==> src/rtl/mem_arbiter.sv <==
// Round-robin arbiter sharing one line-wide data memory between the data cache
// (read/write) and the instruction cache (read only).
module mem_arbiter #(
  parameter int ADDR_WIDTH = 32,
  parameter int LINE_WIDTH = 128
) (
  input  logic                  clk,
  input  logic                  rst,
  input  logic                  d_req,
  input  logic                  d_we,
  input  logic [ADDR_WIDTH-1:0] d_addr,
  input  logic [LINE_WIDTH-1:0] d_wdata,
  output logic [LINE_WIDTH-1:0] d_rdata,
  output logic                  d_ready,
  input  logic                  i_req,
  input  logic [ADDR_WIDTH-1:0] i_addr,
  output logic [LINE_WIDTH-1:0] i_rdata,
  output logic                  i_ready,
  output logic                  mem_req,
  output logic                  WriteEnable,
  output logic [ADDR_WIDTH-1:0] memory_address,
  output logic [LINE_WIDTH-1:0] mem_writedata,
  input  logic [LINE_WIDTH-1:0] mem_readdata,
  input  logic                  mem_ready,
  output logic                  busy
);

  localparam logic [1:0] IDLE    = 2'd0;
  localparam logic [1:0] SERVE_D = 2'd1;
  localparam logic [1:0] SERVE_I = 2'd2;
  localparam logic [1:0] RESP    = 2'd3;

  localparam logic PORT_D = 1'b0;
  localparam logic PORT_I = 1'b1;

  logic [1:0]            state;
  logic                  last;
  logic                  owner;
  logic                  weReg;
  logic [ADDR_WIDTH-1:0] addrReg;
  logic [LINE_WIDTH-1:0] wdataReg;
  logic [LINE_WIDTH-1:0] dRdataReg;
  logic [LINE_WIDTH-1:0] iRdataReg;
  logic                  grantValid;
  logic                  grantPort;

  // Under contention the port that did not win last time gets the grant.
  always_comb begin
    grantValid = d_req | i_req;
    grantPort  = PORT_D;
    if (d_req && i_req) begin
      grantPort = ~last;
    end else if (i_req) begin
      grantPort = PORT_I;
    end
  end

  always_ff @(posedge clk or posedge rst) begin
    if (rst) begin
      state     <= IDLE;
      last      <= PORT_I;
      owner     <= PORT_D;
      weReg     <= 1'b0;
      addrReg   <= '0;
      wdataReg  <= '0;
      dRdataReg <= '0;
      iRdataReg <= '0;
    end else begin
      case (state)
        IDLE: begin
          if (grantValid) begin
            last <= grantPort;
            if (grantPort == PORT_I) begin
              addrReg <= i_addr;
              weReg   <= 1'b0;
              state   <= SERVE_I;
            end else begin
              addrReg  <= d_addr;
              wdataReg <= d_wdata;
              weReg    <= d_we;
              state    <= SERVE_D;
            end
          end
        end
        SERVE_D, SERVE_I: begin
          if (mem_ready) begin
            if (!weReg) begin
              if (state == SERVE_I) begin
                iRdataReg <= mem_readdata;
              end else begin
                dRdataReg <= mem_readdata;
              end
            end
            owner <= (state == SERVE_I) ? PORT_I : PORT_D;
            state <= RESP;
          end
        end
        default: begin
          state <= IDLE;
        end
      endcase
    end
  end

  assign mem_req        = (state == SERVE_D) || (state == SERVE_I);
  assign WriteEnable    = mem_req & weReg;
  assign memory_address = addrReg;
  assign mem_writedata  = wdataReg;
  assign d_rdata        = dRdataReg;
  assign i_rdata        = iRdataReg;
  assign d_ready        = (state == RESP) && (owner == PORT_D);
  assign i_ready        = (state == RESP) && (owner == PORT_I);
  assign busy           = (state != IDLE);

endmodule

==> config.mk <==
export PLATFORM = sky130hd
export DESIGN_NAME = mem_arbiter
export DESIGN_NICKNAME = d
export VERILOG_FILES = /design/src/rtl/mem_arbiter.sv
export SDC_FILE = /design/constraint.sdc
export NUM_CORES = 1
export LEC_CHECK = 0
export BUFFER_PORTS_ARGS = -buffer_cell sky130_fd_sc_hd__buf_2
export CORE_AREA = 2 2 295 297
export CTS_CLUSTER_DIAMETER = 60
export DETAILED_ROUTE_END_ITERATION = 6
export DIE_AREA = 0 0 297 299
export SETUP_SLACK_MARGIN = 0.3
export SLEW_MARGIN = 20
export SYNTH_ARGS = -nofsm -noshare
export SYNTH_HDL_FRONTEND = slang
export SYNTH_SLANG_ARGS = --single-unit
==> constraint.sdc <==
create_clock -name clk -period 14.7 [get_ports clk]
set_clock_uncertainty 0.1 [all_clocks]
set_input_delay 1.47 -clock clk [delete_from_list [all_inputs] [get_ports clk]]
set_output_delay 1.47 -clock clk [all_outputs]
set_load 0.02 [all_outputs]
# == Word level (Yosys, flattened, before mapping) ==
# Index checks and enable logic that the tools add are counted.
# op_classes
muxes,9
bitwise,7
reduce_logical,13
eq_ne,5
# ops
cell,count
$mux W32,1
$reduce_and A4 Y1,2
$mux W2,3
$reduce_and A2 Y1,3
$not A1 Y1,5
$eq A2 B2 Y1 const B,2
$mux W1,4
$ne A2 B2 Y1 const B,2
$pmux W2 S2,1
$logic_and A1 B1 Y1,3
$reduce_and A3 Y1,1
$eq A2 B1 Y1 const B,1
$logic_not A2 Y1,1
$reduce_bool A2 Y1,1
$reduce_or A2 Y1,1
$and A1 B1 Y1,1
$logic_or A1 B1 Y1,1
$or A1 B1 Y1,1
# totals
output_inout_bits,421
inputBits,326
regBits,421
elab_cells,42

# == Depth between registers and ports, before layout ==
# Gate-level depths: netlist (run 1).
# depth
word_depth,5
ltp_mapped,7
depth_no_buf,5

# == Least setup slack after synthesis (run 1) ==
# Ideal clock, no wire load.
# synth_timing
path_kind,input to register
start,in i_req
end,reg wdataReg[100] (netlist: mem_writedata[100])
path_buffers,3
setup_time_ns,0.125
t_required_ns,14.475
stages,6
arrival_time_ns,2.547
setup_slack_ns,11.927
cell_sequence,a21bo_2 > buf_6 > and2b_4 > buf_6 > buf_6 > mux2_4
# synth_between
elab_chain_cells,4
word_cells_on_any_way,6
classes_between,mux: 2; bitwise: 2; reduce/logical: 2
# synth_lines
item,line_no,text
from (decl),15,"input logic i_req,"
$mux W1 or $logic_and A1 B1 Y1 (tied branches),"53, 51",
$mux W1,51,if (d_req && i_req) begin
$not A1 Y1 (no source line),-,
$reduce_and A3 Y1 (no source line) (*),-,
to (signal assigned),79,wdataReg <= d_wdata;
to (decl),41,logic [LINE_WIDTH-1:0] wdataReg;
# Every way passes the cells marked *; elsewhere a longest branch is shown, timed or not.
# A chain may end at the register's enable or synchronous reset.

==> results of run 1 <==
routing by layer:
metal / vias up / global-route usage [%] / routed length [um]
li1: 4993 / - / -
met1: 5449 / 12.29 / 18800
met2: 407 / 17.72 / 23680
met3: 91 / 2.784 / 3356
met4: 2 / 3.860 / 1502
met5: - / 0 / 13
synthesized netlist by cell type:
library cell	instances	area share (%)
o21ai_0	33	1.0
a22o_1	1	0.053
mux2_4	109	10
and2_1	2	0.076
or3b_2	1	0.053
nand2b_1	1	0.038
nand2_1	34	0.78
inv_1	4	0.091
nand3b_1	2	0.091
nor2b_1	1	0.038
and2b_4	1	0.061
o21ba_2	1	0.061
a31oi_1	1	0.038
ha_1	4	0.30
buf_6	14	0.96
o2bb2ai_1	2	0.11
dfrtp_1	420	64
buf_2	30	0.91
mux2_2	276	19
mux2i_1	32	1.9
clkbuf_1	9	0.21
and4bb_2	1	0.076
a21oi_1	2	0.061
a21bo_2	1	0.061
dfstp_2	1	0.16
power by group:
group          switching [uW]  leakage [uW]  total [uW]  internal, uW
clock network             519      0.000903        1330           813
registers                 307       0.00500        2070          1760
logic                    1510       0.00542        2680          1170
total                    2340        0.0113        6080          3750
worst max path at each step:
stage	startpoint	endpoint	cells past startpoint
2_1_floorplan	rst	d_rdata[0]	1
3_3_place_gp	rst	memory_address[31]	5
3_5_place_dp	rst	memory_address[23]	5
4_1_cts	rst	memory_address[23]	5
5_1_grt	rst	memory_address[28]	5
6_report	rst	memory_address[15]	5
layout make-up:
cell class / count / area [sq um]
flip-flops and latches: 421 / 10540
repair buffers: 757 / 3841
clock inverters: 30 / 372.9
inverters: 4 / 22.52
well taps: 1155 / 1445
fillers: 8969 / 62700
clock buffers: 66 / 1463
diodes: 3 / 7.507
multi-input cells: 505 / 5557
metrics by stage:
step	std cells	hold slack, ns	util (%)	setup slack [ns]
3_3_place_gp	2842	0.3591	24.90	9.783
2_1_floorplan	983	0.3838	-	1.412
3_5_place_dp	2842	0.3647	24.90	9.816
4_1_cts	2938	0.3782	27.04	10.46
5_1_grt	2940	0.3983	27.04	10.05
6_report	2941	0.3730	27.05	10.62
flip-flops by register name, summed over array words and instances (netlist names):
signal and count:
i_rdata 128, mem_writedata 128, d_rdata 128, memory_address 32, state 2, weReg 1, last 1, owner 1
worst min-delay path: stages (launching register included):
cell and delay [ns]:
dfrtp_1 0.33, nand2_1 0.04, o21ai_0 0.06
cells by family after synthesis:
group	count (synthesis)
flip-flops	421
multiplexers	417
buffers and inverters	57
AND/OR/NAND/NOR	43
AO/OA/AOI/OAI	41
adder cells (fa/ha/maj)	4
==> results.md, run 1 <==
* Post-Synth XOR/XNOR Area at 0%
* IO Count at between 700 and 800
* Most common cell after layout, fill and taps aside: buf_2
* Post-synth cell types at 25
* Critical Path RT at 15.22 ns
* # DRC at 0
* Final setup vio count at 0
* Die ar. at 88800 sq um
* Routed wire per std cell at 16.10 um
* R2r endpoint: d_rdata[5]
* Row count at about 110
* Core area at approximately 86000 sq um
* Starting DRC count in detailed routing at 399
* Seq/Total Area, Yosys at 64.11%
* Mean area per synthesized cell at 16.72 sq um
* Static leakage at 0.01132 uW
* CTS tree: yes
* Total CTS buffers at 51
* Layout cells sized above 1 at between 60% and 70%
* Max clock buf depth at 3
* Layout area overhead at 41.44%
* Min-delay src: memory_address[9]
* Max-Cap Viols at 0
* Hold Violations, Final at 0
* H-tree depth at 2
* Mapped Area at between 15000 and 20000 sq um
* Max IR drop VDD at ~120 uV
* Port buffer count at between 700 and 800
* Largest net degree at the start of global routing at 129
* Status: finished clean
* PD cells at 261.7 nW/um^2
* First-pass GRT wire length at 72380 um
* Post-DP Area at 21400 sq um
* Hold path endpoint: memory_address[9]
* Clk slew on worst S/H paths at 0.06 ns
* Min Tclk post-route at 4.079 ns
* Hold-fix buffers, CTS at 0
* Worst-Skew Late Latency at 0.57 ns
* Arrival time at the worst endpoint at 4.60 ns
* Setup TNS at 0 ns
* Mux cell area share after synthesis at 30.82%
* Cells after Synth at 983
* Flip-flop and latch count after synthesis at about 420
* FMAX at between 200 and 250 MHz
* Clock sink total at 421
* DRT Pass-1 Iters at 4
* Final WL at 47350 um
* Crit-path leading delay family: buffers and inverters
* Pwr Total at 6083 uW
* Synth warn at 0
* Tcrit/Tclk final at 27.75%
* Vias in the first global route at about 12000
* Unrepaired setup endpoints after global routing: false
* Crit. End Element: async pin
* Post-synthesis adder-cell area fraction at 0.3045%
* Vias at 10942
* Layout Nets at between 2000 and 2500
* Commonest cells after routing, fill and taps aside: buf_2 (746), dfrtp_1 (420), mux2_2 (276), mux2_4 (109), clkbuf_16 (51)
* Crit path max fanout at 104
* Post-route cell area at roughly 23000 sq um
* Antenna violations before repair at 4
* Reg2Reg Setup Slack at 11.07 ns
* Detailed placer's ending HPWL at roughly 35000 um
* Max-slew violations at 0
* GRT Overall Usage at 10.31%
* Worst hold path cell count at 2
* CP peak stage delay at 0.80 ns
* Die H at ~300 um
* Area share of and/or/nand/nor cells after synthesis at 1.211%
* Startpoint types: input port
* Vias/cell at 3.721
* Hold Crit Class: reg -> reg
* Most repeated library cell on the critical path: buf_4
* Critical Path Slowest Stage Cell: buf_4
* Syn nets at 1313
* Slew @ Worst Pin at 1.135 ns
* Die Width at 297 um
* Initial cell density of the core at 19.12%
* Post-CTS setup buffer count at 0
* Overflow after GRT at 0
* Clk Tree Root Cell: clkbuf_16
* Cell breakdown of the critical path: buf_2, inv_8, buf_4, buf_4, buf_4
* Largest family of logic cells by synthesized area: multiplexers
* R2r startpoint: state[1]
* Worst R2R Path Depth at 6
* Post-CTS Resized at 0
* Post-synthesis compound-gate area fraction at 1.386%
* Slew margin rel. at 24.31%
* Buf+Inv Stages, Crit Path at 5
* CP Class: in -> async
* Routed Antenna Nets at 0
* GPL Wtd Cong at 0.8046
No activity file was read; power rests on OpenSTA's default activity.
==> run 2, diff against run 1 <==
- CORE_AREA: 2 2 295 297 -> 2 2 291 293
- DIE_AREA: 0 0 297 299 -> 0 0 293 295
- clock period: 14.7 -> 3.5 ns (I/O delays scaled with it)
==> run 2 against run 1 <==
Via count grew 13%; register-to-register slack worse by 10 ns; sequential power grew to 4.2 times the previous value; largest power group unchanged.
==> results.md, run 2 (same netlist as run 1, synthesis figures left out) <==
* CP peak stage delay at approximately 0.69 ns
* Setup TNS at 0 ns
* DRT Pass-1 Iters at 4
* Sw Ratio at 38.58%
* Hold Violations, Final at 0
* Port buffer count at 746
* Largest net degree at the start of global routing at 141
* Crit-path leading delay family: simple AND/OR/NAND/NOR gates
* Clk Tree Root Cell: clkbuf_16
* Detailed placer's ending HPWL at around 37000 um
* Routed wire per std cell at 16.38 um
* Switch Pwr at 10010 uW
* Status: finished clean
* Die H at roughly 300 um
* Overflow after GRT at 0
* Starting DRC count in detailed routing at roughly 350
* Buf+Inv Stages, Crit Path at 2
* Part of the power in registers at 33.7%
* CTS tree: yes
* Clock sink total at 421
* Die Width at ~300 um
* Comb power frac at 45.6%
* Vias at ~12000
* FMAX at 396.8 MHz
* Cell breakdown of the critical path: inv_1, ha_1, o21ai_4, and2b_4, buf_12, mux2_2
* Final setup vio count at 0
* Crit path from: state[0]
* First-pass GRT wire length at around 79000 um
* R2r endpoint: mem_writedata[126]
* Vias in the first global route at 13446
* CP Class: reg -> reg
* Fill count at 8173
* Unrepaired setup endpoints after global routing: false
* Final WL at 52550 um
* Reg2Reg Setup Slack at 0.98 ns
* Multi-input gate area at between 5000 and 6000 sq um
* GPL Wtd Cong at 0.8107
* Startpoint types: register
* Critical Path RT at 3.85 ns
* Slew margin rel. at 41.99%
* Clk slew on worst S/H paths at 0.06 ns
* Die ar. at 86440 sq um
* PD cells at 977.9 nW/um^2
* Max IR drop VDD at 541.9 uV
* Static leakage at 0.01275 uW
* Row count at 106
* Post-CTS setup buffer count at 0
* Register area at 10540 sq um
* # DRC at 0
* Cell count along the critical path at 6
* Crit path max fanout at 32
* Post-CTS Resized at 0
* Initial cell density of the core at 19.76%
* Core area at between 80000 and 90000 sq um
* Vias/cell at ~3.9
* Min Tclk post-route at 2.520 ns
* GRT Overall Usage at 11.61%
* R2r startpoint: state[0]
* Antenna violations before repair at 2
* Layout Nets at 2417
* Tcrit/Tclk final at 72.01%
* Max-slew violations at 0
* Most common cell after layout, fill and taps aside: buf_2
* Layout cells sized above 1 at about three fifths
* Arrival time at the worst endpoint at 2.87 ns
* Max clock buf depth at 3
* Commonest cells after routing, fill and taps aside: buf_2 (746), dfrtp_1 (420), dlygate4sd3_1 (321), mux2_2 (276), mux2_4 (109)
* Crit. End Element: register
* Slew @ Worst Pin at 0.8702 ns
* Total CTS buffers at 51
* Routed Antenna Nets at 0
* IO Count at 747
* CP endpoint: mem_writedata[126]
* Layout area overhead at 61.41%
* H-tree depth at 2
* Hold Crit Class: in -> reg
* Internal at 15930 uW
* Worst R2R Path Depth at 6
* Critical Path Slowest Stage Cell: and2b_4
* Max-Cap Viols at 0
* Final core occ at 31.90%
* Clk pwr share at 20.7%
* Worst-Skew Late Latency at 0.57 ns
==> run 2: worst min-delay path by stage <==
stage                           from  slack, ns  depth (start not counted)                 end
after global routing      i_addr[20]       0.04                          3  memory_address[20]
after global placement           rst       0.26                          2         d_rdata[49]
after detailed placement         rst       0.27                          2         d_rdata[49]
final                     i_addr[20]       0.05                          3  memory_address[20]
after CTS                 i_addr[20]      0.003                          3  memory_address[20]
after floorplan                d_req       0.31                          1                last
==> run 2: power by group through the flow <==
stage / clock, uW / sequential (uW) / combinational, uW
floorplan: 0 / 11700 / 4460
global placement: 0 / 8740 / 11400
detailed placement: 0 / 8740 / 11600
CTS: 5560 / 8730 / 11900
global route: 5750 / 9060 / 12500
finish: 5370 / 8750 / 11800
==> run 2: final cells by class <==
type | count | share of cell area [%]
multi-input combinational | 505 | 20.95
inverter | 4 | 0.07075
clock inverter | 22 | 0.9528
timing repair buffer | 1104 | 27.66
clock buffer | 70 | 5.537
sequential | 421 | 39.72
antenna | 2 | 0.01887
tap | 1080 | 5.094
==> run 2: timing repair <==
action	CTS	global route
endpoints found under the setup margin	0	0
hold endpoints to repair	497	0
hold buffers	321	0
==> run 2: metrics by stage <==
stage / worst slack (ns) / hold slack (ns) / area (sq um) / total power [uW] / instances
after floorplan: -2.629 / 0.3129 / 16440 / 16170 / 983
after global placement: 0.9873 / 0.2640 / 21590 / 20160 / 2793
after detailed placement: 0.9719 / 0.2674 / 21590 / 20300 / 2793
after CTS: 0.9605 / 0.002952 / 26520 / 26190 / 3206
after global routing: 0.8270 / 0.04146 / 26520 / 27310 / 3206
final: 0.9797 / 0.04589 / 26530 / 25940 / 3208
==> run 2: metal layers <==
metal	up-vias	track usage, %	share of wire [%]	wire length [um]
li1	5688	-	-	-
met1	6182	13.28	39	20510
met2	443	20.41	51	26620
met3	102	3.345	7.0	3703
met4	0	4.515	3.2	1705
met5	-	0	0	0
==> run 2: worst register-to-register path: stages, from the launching register on <==
cell     delay (ns)
dfrtp_1        0.39
inv_1          0.11
ha_1           0.30
o21ai_4        0.08
and2b_4        0.69
buf_12         0.37
mux2_2         0.36
